### src/rtl/pc_stack_unit_pkg.sv
// Shared types for the program-counter unit: op encoding for the decode interface.
package pc_pkg;

  localparam int unsigned OP_W = 3;

  typedef enum logic [OP_W-1:0] {
    OP_SEQ  = 3'd0,
    OP_JMP  = 3'd1,
    OP_BRR  = 3'd2,
    OP_CALL = 3'd3,
    OP_RET  = 3'd4
  } pc_op_t;

endpackage

### src/rtl/pc_stack_unit_ra_stack.sv
// Return-address LIFO: push is ignored when full, pop is ignored when empty.
module ra_stack #(
  parameter int unsigned W     = 8,
  parameter int unsigned DEPTH = 4
) (
  input  logic                     clk,
  input  logic                     rst_n,
  input  logic                     push,
  input  logic                     pop,
  input  logic [W-1:0]             din,
  output logic [W-1:0]             dout,
  output logic [$clog2(DEPTH):0]   count,
  output logic                     full,
  output logic                     empty
);

  localparam int unsigned IDX_W = $clog2(DEPTH);
  localparam int unsigned CNT_W = IDX_W + 1;

  logic [CNT_W-1:0] count_q, count_d;
  logic [W-1:0]     mem_q [DEPTH];
  logic [W-1:0]     mem_d [DEPTH];
  logic [IDX_W-1:0] wr_idx, top_idx;

  assign full    = (count_q == CNT_W'(DEPTH));
  assign empty   = (count_q == '0);
  assign wr_idx  = IDX_W'(count_q);
  assign top_idx = IDX_W'(count_q - CNT_W'(1));
  assign dout    = mem_q[top_idx];
  assign count   = count_q;

  // Push takes precedence; the owner never requests both in one cycle.
  always_comb begin
    count_d = count_q;
    mem_d   = mem_q;
    if (push && !full) begin
      mem_d[wr_idx] = din;
      count_d       = count_q + CNT_W'(1);
    end else if (pop && !empty) begin
      count_d = count_q - CNT_W'(1);
    end
  end

  always_ff @(posedge clk) begin
    if (!rst_n) count_q <= '0;
    else        count_q <= count_d;
  end

  // Entries carry no reset; only the occupancy count defines validity.
  always_ff @(posedge clk) begin
    mem_q <= mem_d;
  end

endmodule

### src/rtl/pc_stack_unit.sv
// Program counter with stall, jump, relative branch and CALL/RET return stack.
// Optional macro PC_WRAP_FLAG_EN adds the registered 'wrapped' increment-carry pulse.
module pc_stack_unit
  import pc_pkg::*;
#(
  parameter int unsigned          PC_W        = 8,
  parameter int unsigned          STEP        = 1,
  parameter logic [PC_W-1:0]      RESET_PC    = '0,
  parameter int unsigned          STACK_DEPTH = 4
) (
  input  logic                            clk,
  input  logic                            rst_n,
  input  logic                            en,
  input  logic [OP_W-1:0]                 op,
  input  logic [PC_W-1:0]                 target,
  input  logic [PC_W-1:0]                 offset,
  output logic [PC_W-1:0]                 pc,
  output logic [$clog2(STACK_DEPTH):0]    sp,
`ifdef PC_WRAP_FLAG_EN
  output logic                            wrapped,
`endif
  output logic                            stack_empty,
  output logic                            stack_full,
  output logic                            ovf_err,
  output logic                            unf_err
);

  logic [PC_W-1:0] pc_q, pc_d;
  logic            ovf_q, ovf_d;
  logic            unf_q, unf_d;
  logic [PC_W-1:0] pc_inc;
  logic            inc_carry;
  logic            push, pop;
  logic [PC_W-1:0] stk_dout;
  logic            stk_full, stk_empty;

`ifdef PC_WRAP_FLAG_EN
  logic [PC_W:0] inc_sum;
  logic          wrapped_q, wrapped_d;

  assign inc_sum   = {1'b0, pc_q} + (PC_W+1)'(STEP);
  assign pc_inc    = inc_sum[PC_W-1:0];
  assign inc_carry = inc_sum[PC_W];
  assign wrapped   = wrapped_q;
`else
  assign pc_inc    = pc_q + PC_W'(STEP);
  assign inc_carry = 1'b0;
`endif

  ra_stack #(
    .W     (PC_W),
    .DEPTH (STACK_DEPTH)
  ) u_ra_stack (
    .clk   (clk),
    .rst_n (rst_n),
    .push  (push),
    .pop   (pop),
    .din   (pc_inc),
    .dout  (stk_dout),
    .count (sp),
    .full  (stk_full),
    .empty (stk_empty)
  );

  // Next-PC select; increment is the fallback for SEQ, unknown ops and failed CALL/RET.
  always_comb begin
    pc_d      = pc_q;
    ovf_d     = ovf_q;
    unf_d     = unf_q;
    push      = 1'b0;
    pop       = 1'b0;
`ifdef PC_WRAP_FLAG_EN
    wrapped_d = 1'b0;
`endif
    if (en && rst_n) begin
      pc_d = pc_inc;
`ifdef PC_WRAP_FLAG_EN
      wrapped_d = inc_carry;
`endif
      case (op)
        OP_JMP: begin
          pc_d = target;
`ifdef PC_WRAP_FLAG_EN
          wrapped_d = 1'b0;
`endif
        end
        OP_BRR: begin
          pc_d = pc_q + offset;
`ifdef PC_WRAP_FLAG_EN
          wrapped_d = 1'b0;
`endif
        end
        OP_CALL: begin
          if (!stk_full) begin
            push = 1'b1;
            pc_d = target;
`ifdef PC_WRAP_FLAG_EN
            wrapped_d = 1'b0;
`endif
          end else begin
            ovf_d = 1'b1;
          end
        end
        OP_RET: begin
          if (!stk_empty) begin
            pop  = 1'b1;
            pc_d = stk_dout;
`ifdef PC_WRAP_FLAG_EN
            wrapped_d = 1'b0;
`endif
          end else begin
            unf_d = 1'b1;
          end
        end
        default: ;
      endcase
    end
  end

  always_ff @(posedge clk) begin
    if (!rst_n) begin
      pc_q      <= RESET_PC;
      ovf_q     <= 1'b0;
      unf_q     <= 1'b0;
`ifdef PC_WRAP_FLAG_EN
      wrapped_q <= 1'b0;
`endif
    end else begin
      pc_q      <= pc_d;
      ovf_q     <= ovf_d;
      unf_q     <= unf_d;
`ifdef PC_WRAP_FLAG_EN
      wrapped_q <= wrapped_d;
`endif
    end
  end

  assign pc          = pc_q;
  assign ovf_err     = ovf_q;
  assign unf_err     = unf_q;
  assign stack_empty = stk_empty;
  assign stack_full  = stk_full;

`ifndef PC_WRAP_FLAG_EN
  logic unused_ok;
  assign unused_ok = inc_carry;
`endif

endmodule

### config.mk
export PLATFORM = sky130hd
export DESIGN_NAME = pc_stack_unit
export DESIGN_NICKNAME = d
export VERILOG_FILES = /design/src/rtl/pc_stack_unit_pkg.sv /design/src/rtl/pc_stack_unit_ra_stack.sv /design/src/rtl/pc_stack_unit.sv
export SDC_FILE = /design/constraint.sdc
export NUM_CORES = 1
export LEC_CHECK = 0
export BUFFER_PORTS_ARGS = -buffer_cell sky130_fd_sc_hd__buf_2
export CORE_ASPECT_RATIO = 0.5
export CORE_UTILIZATION = 51
export DETAILED_ROUTE_END_ITERATION = 8
export PLACE_DENSITY = 0.77
export SLEW_MARGIN = 5
export SYNTH_ARGS = -nofsm -noshare
export SYNTH_HDL_FRONTEND = slang
export SYNTH_HIERARCHICAL = 1
export SYNTH_SLANG_ARGS = --single-unit
### constraint.sdc
create_clock -name clk -period 2.65 [get_ports clk]
set_input_delay 0.265 -clock clk [delete_from_list [all_inputs] [get_ports clk]]
set_output_delay 0.265 -clock clk [all_outputs]
set_load 0.01 [all_outputs]
---- Yosys cells after proc, flatten, opt, wreduce, memory -nomap -nowiden ----
Cells that the tools add are included.
storage, ports and cells
  register bits ........................... 45
  word-level logic and storage cells ...... 49
operators by class
  add/sub/neg operators ................... 4
  $lt $le $gt $ge ......................... 3
  equality and inequality tests ........... 5
  muxes and demuxes ....................... 17
  bitwise operators ....................... 2
  reduce and logical (&&, ||, !) cells .... 10
operators with widths
  cell                                                         number
  2-to-1 mux 8 bit                                             5
  bitwise mux 32 bit                                           1
  one-hot mux 8 bit (4 select lines)                           1
  binary-select mux 8 bit (select 2 bit)                       1
  demux 8 bit (select 2 bit)                                   1
  adder 8 x 1 -> 8 bit (second input constant)                 1
  adder 8 bit                                                  1
  == test 3 x 2 -> 1 bit (second input constant)               2
  == test 3 bit (second input constant)                        2
  >= comparator 3 bit (second input constant)                  2
  2-to-1 mux 1 bit                                             6
  2-to-1 mux 3 bit                                             2
  NOT 2 -> 3 bit                                               2
  AND reduction 3 bit                                          2
  logical AND 1 bit                                            4
  adder 3 x 1 -> 3 bit (second input constant)                 1
  == test 3 x 1 -> 1 bit (second input constant)               1
  zero test 3 bit                                              1
  less-than comparator 3 x 1 -> 1 bit (second input constant)  1
  subtractor 3 x 1 -> 3 bit (second input constant)            1
  zero test 1 bit                                              2
  nonzero test 2 bit                                           1

---- Logic depth before layout (Yosys ltp) ----
Gate-level depths: netlist (run 1).
  word-level depth ........................ 7
  depth in mapped cells ................... 10
  gate-level depth less buffers ........... 8

---- Modules after synthesis ----
The synthesis (run 1) kept the hierarchy.
by module, submodules not included
  module         times used  cells an instance  area an instance (µm²)
  ra_stack       1           80                 1491.4
  pc_stack_unit  1           125                977.2

---- Worst setup path before layout (run 1) ----
Ideal clock, no wire load.
  kind .................................... register to register
  start ................................... register u_ra_stack.count_q[0] (netlist: u_ra_stack/count[0])
  end ..................................... register u_ra_stack/mem_q[24] in the netlist's numbering, enable pin
  setup time .............................. 0.383 ns
  data arrival time ....................... 2.490 ns
  slack ................................... -0.224 ns
  cell stages (with the launch flop) ...... 8
  path buffers ............................ 1
  cell sequence ........................... dfxtp_1 -> buf_4 -> inv_1 -> ha_1 -> and2_2 -> nor3_1 -> inv_1 -> nor3_1
on the way
  longest elaborated chain between the ends .. 5
ends and longest elaborated chain
  element                 line                          source
  from (decl)             pc_stack_unit_ra_stack.sv:20  logic [CNT_W-1:0] count_q, count_d;
  from (signal assigned)  pc_stack_unit_ra_stack.sv:46  else count_q <= count_d;
  == test 3 bit           pc_stack_unit_ra_stack.sv:25  assign full = (count_q == CNT_W'(DEPTH));
  via stack_full          pc_stack_unit.sv:23           output logic stack_full,
  2-to-1 mux 1 bit        pc_stack_unit.sv:94           if (!stk_full) begin
  2-to-1 mux 1 bit        pc_stack_unit.sv:80           case (op)
  2-to-1 mux 1 bit        pc_stack_unit.sv:75           if (en && rst_n) begin
  via push                pc_stack_unit.sv:33           logic push, pop;
  logical AND 1 bit       pc_stack_unit_ra_stack.sv:36  if (push && !full) begin
  to (signal assigned)    pc_stack_unit_ra_stack.sv:51  mem_q <= mem_d;
  to (decl)               pc_stack_unit_ra_stack.sv:21  logic [W-1:0] mem_q [DEPTH];
The timed path passes the listed nets, and every way through them passes these cells.
A chain may end at the register's enable or synchronous reset.

---- Worst setup path after layout (run 1) ----
  start ................................... register u_ra_stack.count_q[1] (netlist: u_ra_stack/count[1])
  end ..................................... register u_ra_stack/mem_q[18] in the netlist's numbering, enable pin
on the way
  longest elaborated chain between the ends .. 5
ends and longest elaborated chain
  element            line
  == test 3 bit      pc_stack_unit_ra_stack.sv:25
  2-to-1 mux 1 bit   pc_stack_unit.sv:94
  2-to-1 mux 1 bit   pc_stack_unit.sv:80
  2-to-1 mux 1 bit   pc_stack_unit.sv:75
  via push           pc_stack_unit.sv:33
  logical AND 1 bit  pc_stack_unit_ra_stack.sv:36
The timed path passes the listed nets, and every way through them passes these cells.

==> impl_metrics.env, run 1 <==
export IMPL_count_of_vias_placed_by_the_detailed_router=1880
export IMPL_timing_critical_path_fanout_max=8
export IMPL_postSynthRegisterBits=45
export IMPL_global_route_overflow_total=0
export IMPL_setup_worst_path_end_class="register"
export IMPL_wl_um=5440
export IMPL_grt_total_usage=0.232
export IMPL_core_sq_mm=0.00453
export IMPL_syn_num_nets=241
export IMPL_timing_clock_skew_ns=0.00734
export IMPL_pin_count_of_the_biggest_net_entering_global_routing=14
export IMPL_setup_viol=0
export IMPL_max_cap_violations=0
export IMPL_fp_dieArea_sq_mm=0.00514
export IMPL_p_leak_nw=1.08
export IMPL_cts_sink_count=45
export IMPL_synth_edff_count=32
export IMPL_holdCritPathClass="in2reg"
export IMPL_drc_errors=0
export IMPL_hpwl_after_detailed_placement_um=4140
export IMPL_drt_iter0_markers=89
export IMPL_preCtsSetupSlack_ns=0.180
export IMPL_numPortBuffers=36
export IMPL_post_dp_cell_area_sq_mm=0.00275
export IMPL_setup_total_negative_slack_ns=0
export IMPL_worst_setup_path_type="reg2reg"
export IMPL_antenna_violation_net_count_after_detailed_routing=0
export IMPL_drive_gt1_frac=0.282
export IMPL_postSynthCellCount=205
export IMPL_vias_per_cell=5.99
export IMPL_maximum_buffer_depth_of_the_clock_tree=2
export IMPL_tritoncts_num_buffers=5
export IMPL_timing_critical_path_from_type="register"
export IMPL_unrepaired_setup_endpoints_after_global_routing="no"
export IMPL_fin_area_sq_mm=0.00284
export IMPL_synth_lib_cells_used_distinct=53
export IMPL_ctsHoldBuffers=0
export IMPL_power_per_cell_area_mw_per_mm2=491
export IMPL_antenna_violations_before_repair=0
export IMPL_syn_cell_area_sq_mm=0.00247
export IMPL_initial_utilization=0.545
export IMPL_chipWidth_um=100
export IMPL_power_ir_vdd_worst_mv=0.256
export IMPL_synth_seq_area_share=0.495
export IMPL_outcome="complete, no violations"
export IMPL_worst_slack_ns=0.235
export IMPL_worst_slew_pin_slew_ns=0.680
export IMPL_clk_latency_ns=0.29
export IMPL_finalNetCount=284
export IMPL_place_congestion=0.839
export IMPL_first_pass_grt_wire_length_um=8670
export IMPL_cell_row_count=17
export IMPL_max_clock_freq_mhz=414
export IMPL_areaGrowthSynthToFinish_pct=15.2
export IMPL_worstPathRequired_ns=2.59
export IMPL_first_global_vias=1700
export IMPL_setup_reg_to_reg_worst_slack_ns=0.23
export IMPL_post_synth_cell_area_avg_sq_um=12.0
export IMPL_clockRootBuffer="sky130_fd_sc_hd__clkbuf_8"
export IMPL_cts_htree_levels=2
export IMPL_synth_warning_count=6
export IMPL_asyncSetResetFlopFracSynth=0
export IMPL_slew_violations=0
export IMPL_clk_pin_slew_worst_paths_ns=0.08
export IMPL_final_hold_violation_count=0
export IMPL_routed_wire_length_per_instance_um=17.3
export IMPL_synthFlopType="sky130_fd_sc_hd__edfxtp_1"
export IMPL_tritoncts="done"
export IMPL_part_of_the_cycle_the_worst_path_needs=0.911
export IMPL_insertedDiodeCount=0
export IMPL_drt_first_pass_iters=4
export IMPL_crit_path_arrival_time_ns=2.35
export IMPL_minimum_clock_period_ns=2.42
export IMPL_i_o_pin_total=37
export IMPL_relSlewSlack=0.546
export IMPL_die_height_um=51.2
repair_timing:
action                                  4_1_cts  5_1_grt
endpoints found under the setup margin        0        1
buffers inserted                              0        0
gates resized for setup                       0        1
synth_stat cells (4+ instances only):
cell type                  instances  share of area
sky130_fd_sc_hd__nand2_1          15          0.023
sky130_fd_sc_hd__mux4_2            8          0.073
sky130_fd_sc_hd__xnor2_1           4          0.014
sky130_fd_sc_hd__o21ai_0          14          0.028
sky130_fd_sc_hd__ha_1             13          0.066
sky130_fd_sc_hd__a221oi_1          4          0.014
sky130_fd_sc_hd__and2_1            5          0.013
sky130_fd_sc_hd__edfxtp_1         32           0.39
sky130_fd_sc_hd__inv_1             7          0.011
sky130_fd_sc_hd__nand3_1           6          0.012
sky130_fd_sc_hd__nor3_1            4         0.0081
sky130_fd_sc_hd__nor2_1            9          0.014
sky130_fd_sc_hd__dfxtp_1          13           0.11
sky130_fd_sc_hd__a21oi_1          10          0.020
per-layer routing:
layer  vias to the layer above  GRT usage  part of all wire
li1                        884          -                 -
met1                       930      0.338              0.47
met2                        60      0.342              0.45
met3                         6     0.0520             0.073
met4                         0     0.0797             0.011
met5                         -          0                 0
cells by family after synthesis:
logic type / Yosys count / share of synthesized area
AOI/OAI and AO/OA: 60 / 0.178
xor gates and xnor gates: 7 / 0.0248
adders and majority gates: 14 / 0.0740
buffers and inverters: 12 / 0.0208
DFF: 45 / 0.495
muxes: 11 / 0.0872
and+or+nand+nor: 56 / 0.121
path summary, 6_finish.rpt:
path,startpoint,to,cells after the start
max,u_ra_stack/count[1],u_ra_stack/mem_q[18],6
min,target[3],pc[3],3
max reg2reg,u_ra_stack/count[1],u_ra_stack/mem_q[18],6
min reg2reg,ovf_err,ovf_err,1
critical path, stage by stage, from the launching register on:
cell	delay, ns
sky130_fd_sc_hd__dfxtp_1	0.43
sky130_fd_sc_hd__inv_1	0.12
sky130_fd_sc_hd__ha_1	0.28
sky130_fd_sc_hd__and2_2	0.27
sky130_fd_sc_hd__nor3_2	0.20
sky130_fd_sc_hd__a21boi_2	0.31
sky130_fd_sc_hd__and2_1	0.45
report_power, final:
group	leakage, nW	switching (mW)	internal (mW)	total [mW]
clock	0.0443	0.212	0.207	0.419
combinational	0.642	0.106	0.0783	0.184
sequential	0.395	0.0192	0.772	0.791
total	1.08	0.337	1.06	1.39
final cells by class:
cell class,instances,area [sq um]
sequential,45,1220
clock buffer,7,86.3
fill,352,1690
tap,66,82.6
timing repair buffer,41,218
multi-input combinational,148,1210
inverter,7,26.3
metrics by stage:
step	std cells	power [mW]	hold WS, ns	utilization
2_1_floorplan	205	0.920	0.412	-
3_3_place_gp	307	0.982	0.441	0.608
3_5_place_dp	307	0.989	0.451	0.608
4_1_cts	314	1.40	0.285	0.627
5_1_grt	314	1.45	0.312	0.627
6_report	314	1.39	0.289	0.627
state kept, by name, indices dropped and copies added, names as in the netlist:
signal	cells
u_ra_stack/mem_q	32
unf_err	1
ovf_err	1
pc	8
u_ra_stack/count	3
placed cells by master (no fill, tap or decap), types with 2 or more instances in the layout:
cell                       synthesis  final
sky130_fd_sc_hd__a211oi_1          3      3
sky130_fd_sc_hd__a21o_1            2      2
sky130_fd_sc_hd__a21oi_1          10     10
sky130_fd_sc_hd__a221o_1           2      2
sky130_fd_sc_hd__a221oi_1          4      4
sky130_fd_sc_hd__a22oi_1           3      3
sky130_fd_sc_hd__a41oi_1           3      3
sky130_fd_sc_hd__and2_1            5      5
sky130_fd_sc_hd__buf_2             2     36
sky130_fd_sc_hd__buf_4             1      5
sky130_fd_sc_hd__clkbuf_8          0      6
sky130_fd_sc_hd__dfxtp_1          13     13
sky130_fd_sc_hd__edfxtp_1         32     32
sky130_fd_sc_hd__ha_1             13     13
sky130_fd_sc_hd__inv_1             7      7
sky130_fd_sc_hd__mux2i_1           2      2
sky130_fd_sc_hd__mux4_2            8      8
sky130_fd_sc_hd__nand2_1          15     15
sky130_fd_sc_hd__nand2b_1          3      3
sky130_fd_sc_hd__nand3_1           6      6
sky130_fd_sc_hd__nand3b_1          2      2
sky130_fd_sc_hd__nor2_1            9      9
sky130_fd_sc_hd__nor2b_1           3      2
sky130_fd_sc_hd__nor3_1            4      2
sky130_fd_sc_hd__nor3_2            0      2
sky130_fd_sc_hd__o211ai_1          2      2
sky130_fd_sc_hd__o21ai_0          14     14
sky130_fd_sc_hd__o21bai_1          2      2
sky130_fd_sc_hd__or3_1             2      2
sky130_fd_sc_hd__or4_1             2      2
sky130_fd_sc_hd__xnor2_1           4      4
sky130_fd_sc_hd__xor2_1            3      3
Power figures use the tool's default switching activity.
==> inputs of run 2 (changes only) <==
--- a/config.mk
+++ b/config.mk
@@ -6,10 +6,12 @@
 export NUM_CORES = 1
 export LEC_CHECK = 0
 export BUFFER_PORTS_ARGS = -buffer_cell sky130_fd_sc_hd__buf_2
+export CAP_MARGIN = 40
 export CORE_ASPECT_RATIO = 0.5
 export CORE_UTILIZATION = 51
 export DETAILED_ROUTE_END_ITERATION = 8
 export PLACE_DENSITY = 0.77
+export REMOVE_ABC_BUFFERS = 1
 export SLEW_MARGIN = 5
 export SYNTH_ARGS = -nofsm -noshare
 export SYNTH_HDL_FRONTEND = slang
==> run 2 against run 1 <==
Core utilization decreased by 0.41 points; critical endpoint is now u_ra_stack/count[1]; register-to-register slack got worse by 0.06 ns; via count up 1.6%; global-route usage increased by 0.92 points; clock power decreased by 2%; die area unchanged; largest power group unchanged.
==> impl_metrics.env, run 2 (synthesis gave the netlist of run 1 again) <==
export IMPL_register_with_the_most_flip_flops="u_ra_stack/mem_q"
export IMPL_timing_clock_skew_ns=0.0121
export IMPL_slew_violations=0
export IMPL_gate_family_responsible_for_the_most_delay_along_the_worst_path="simple AND/OR/NAND/NOR gates"
export IMPL_insertedDiodeCount=0
export IMPL_drive_gt1_frac=0.265
export IMPL_crit_buf_inv=1
export IMPL_relSlewSlack=0.543
export IMPL_crit_chain="inv_1 -> ha_1 -> and2b_2 -> nor4b_2 -> nor2b_1 -> or2_2 -> a311oi_1 -> a2111oi_2"
export IMPL_clk_latency_ns=0.30
export IMPL_combPwrFrac=0.135
export IMPL_pin_count_of_the_biggest_net_entering_global_routing=15
export IMPL_drt_first_pass_iters=4
export IMPL_core_sq_mm=0.00453
export IMPL_cts_resized=0
export IMPL_cell_row_count=17
export IMPL_power_net_switching_mw=0.351
export IMPL_wl_um=5760
export IMPL_fin_area_sq_mm=0.00282
export IMPL_chipWidth_um=100
export IMPL_antenna_violations_before_repair=0
export IMPL_crit_path_arrival_time_ns=2.68
export IMPL_timing_critical_path_from_type="register"
export IMPL_count_of_vias_placed_by_the_detailed_router=1910
export IMPL_minimum_clock_period_ns=2.47
export IMPL_initial_utilization=0.545
export IMPL_final_hold_violation_count=0
export IMPL_timing_critical_path_fanout_max=7
export IMPL_setup_viol=0
export IMPL_worstPathRequired_ns=2.86
export IMPL_die_height_um=51.2
export IMPL_routed_wire_length_per_instance_um=18.3
export IMPL_first_pass_grt_wire_length_um=9110
export IMPL_part_of_the_cycle_the_worst_path_needs=0.933
export IMPL_place_congestion=0.816
export IMPL_unrepaired_setup_endpoints_after_global_routing="no"
export IMPL_post_route_util=0.623
export IMPL_met2_usage=0.379
export IMPL_antenna_violation_net_count_after_detailed_routing=0
export IMPL_holdCritPathClass="in2reg"
export IMPL_p_leak_nw=1.07
export IMPL_worst_slew_pin_slew_ns=0.686
export IMPL_grt_total_usage=0.241
export IMPL_power_share_clock=0.296
export IMPL_global_route_peak_usage_layer="met2"
export IMPL_first_global_vias=1760
export IMPL_setup_worst_path_end_class="register"
export IMPL_p_sw_frac=0.253
export IMPL_drc_errors=0
export IMPL_max_clock_freq_mhz=404
export IMPL_ctsHoldBuffers=0
export IMPL_design_power_total_mw=1.39
export IMPL_largest_reg_flops=32
export IMPL_maximum_buffer_depth_of_the_clock_tree=2
export IMPL_finalNetCount=284
export IMPL_post_cts_setup_buffers=0
export IMPL_power_per_cell_area_mw_per_mm2=492
export IMPL_fillerInstances=356
export IMPL_mostFrequentLayoutCell="sky130_fd_sc_hd__buf_2"
export IMPL_finalNonFillerCells=315
export IMPL_numPlacedInstances=307
export IMPL_areaGrowthSynthToFinish_pct=14.4
export IMPL_clk_pin_slew_worst_paths_ns=0.08
export IMPL_cts_sink_count=45
export IMPL_worst_slack_ns=0.177
export IMPL_drt_iter0_markers=133
export IMPL_tritoncts_num_buffers=5
export IMPL_i_o_pin_total=37
export IMPL_outcome="complete, no violations"
export IMPL_clockRootBuffer="sky130_fd_sc_hd__clkbuf_8"
export IMPL_fp_dieArea_sq_mm=0.00514
export IMPL_slowest_delay_ns=0.42
export IMPL_hpwl_after_detailed_placement_um=4290
export IMPL_vias_per_cell=6.06
export IMPL_mostFrequentLayoutCells="sky130_fd_sc_hd__buf_2, sky130_fd_sc_hd__edfxtp_1, sky130_fd_sc_hd__nand2_1"
export IMPL_internal_power_mw=1.04
export IMPL_power_frac_seq=0.569
export IMPL_tritoncts="done"
export IMPL_critical_path_slowest_cell="sky130_fd_sc_hd__dfxtp_1"
export IMPL_post_dp_cell_area_sq_mm=0.00274
export IMPL_worst_setup_path_type="reg2reg"
export IMPL_met1_capacity_usage_during_global_routing=0.352
export IMPL_grt_util_met3=0.0465
export IMPL_preCtsSetupSlack_ns=0.197
export IMPL_cts_htree_levels=2
export IMPL_global_route_overflow_total=0
export IMPL_power_ir_vdd_worst_mv=0.221
export IMPL_numPortBuffers=36
export IMPL_max_cap_violations=0
## run 2: metal layers
metal	routed length, um	share of wire
met1	2730	0.47
met2	2670	0.46
met3	317	0.055
met4	48	0.0083
met5	0	0
## run 2: layout make-up
| cell class | instances | area (sq um) | share of cell area |
|---|---|---|---|
| Timing Repair Buffer | 41 | 218 | 0.0771 |
| Multi-Input combinational cell | 148 | 1200 | 0.424 |
| Inverter | 7 | 26.3 | 0.00930 |
| Clock buffer | 8 | 80.1 | 0.0284 |
| Tap cell | 66 | 82.6 | 0.0292 |
| Sequential cell | 45 | 1220 | 0.432 |
## run 2: worst reg2reg max path, stage by stage, from the launching register on
cell	delay [ns]
sky130_fd_sc_hd__dfxtp_1	0.42
sky130_fd_sc_hd__inv_1	0.11
sky130_fd_sc_hd__ha_1	0.27
sky130_fd_sc_hd__and2b_2	0.27
sky130_fd_sc_hd__nor4b_2	0.26
sky130_fd_sc_hd__nor2b_1	0.40
sky130_fd_sc_hd__or2_2	0.20
sky130_fd_sc_hd__a311oi_1	0.11
sky130_fd_sc_hd__a2111oi_2	0.33
## run 2: final timing paths
| path | from | to | slack [ns] | cells past startpoint |
|---|---|---|---|---|
| max | u_ra_stack/count[1] | u_ra_stack/count[1] | 0.18 | 8 |
| min | target[4] | pc[4] | 0.29 | 3 |
| max reg2reg | u_ra_stack/count[1] | u_ra_stack/count[1] | 0.18 | 8 |
| min reg2reg | ovf_err | ovf_err | 0.48 | 1 |
## run 2: power groups by stage
stage | registers [mW] | logic (mW) | clock network [mW]
after floorplan | 0.808 | 0.109 | 0
after global placement | 0.805 | 0.176 | 0
after detailed placement | 0.806 | 0.185 | 0
after CTS | 0.790 | 0.186 | 0.410
after global routing | 0.792 | 0.205 | 0.438
final | 0.790 | 0.187 | 0.411
## run 2: through the flow
stage / hold WS, ns / TNS (ns)
detailed placement: 0.461 / 0
floorplan: 0.383 / -9.12
finish: 0.287 / 0
CTS: 0.297 / 0
global route: 0.301 / 0
global placement: 0.443 / 0
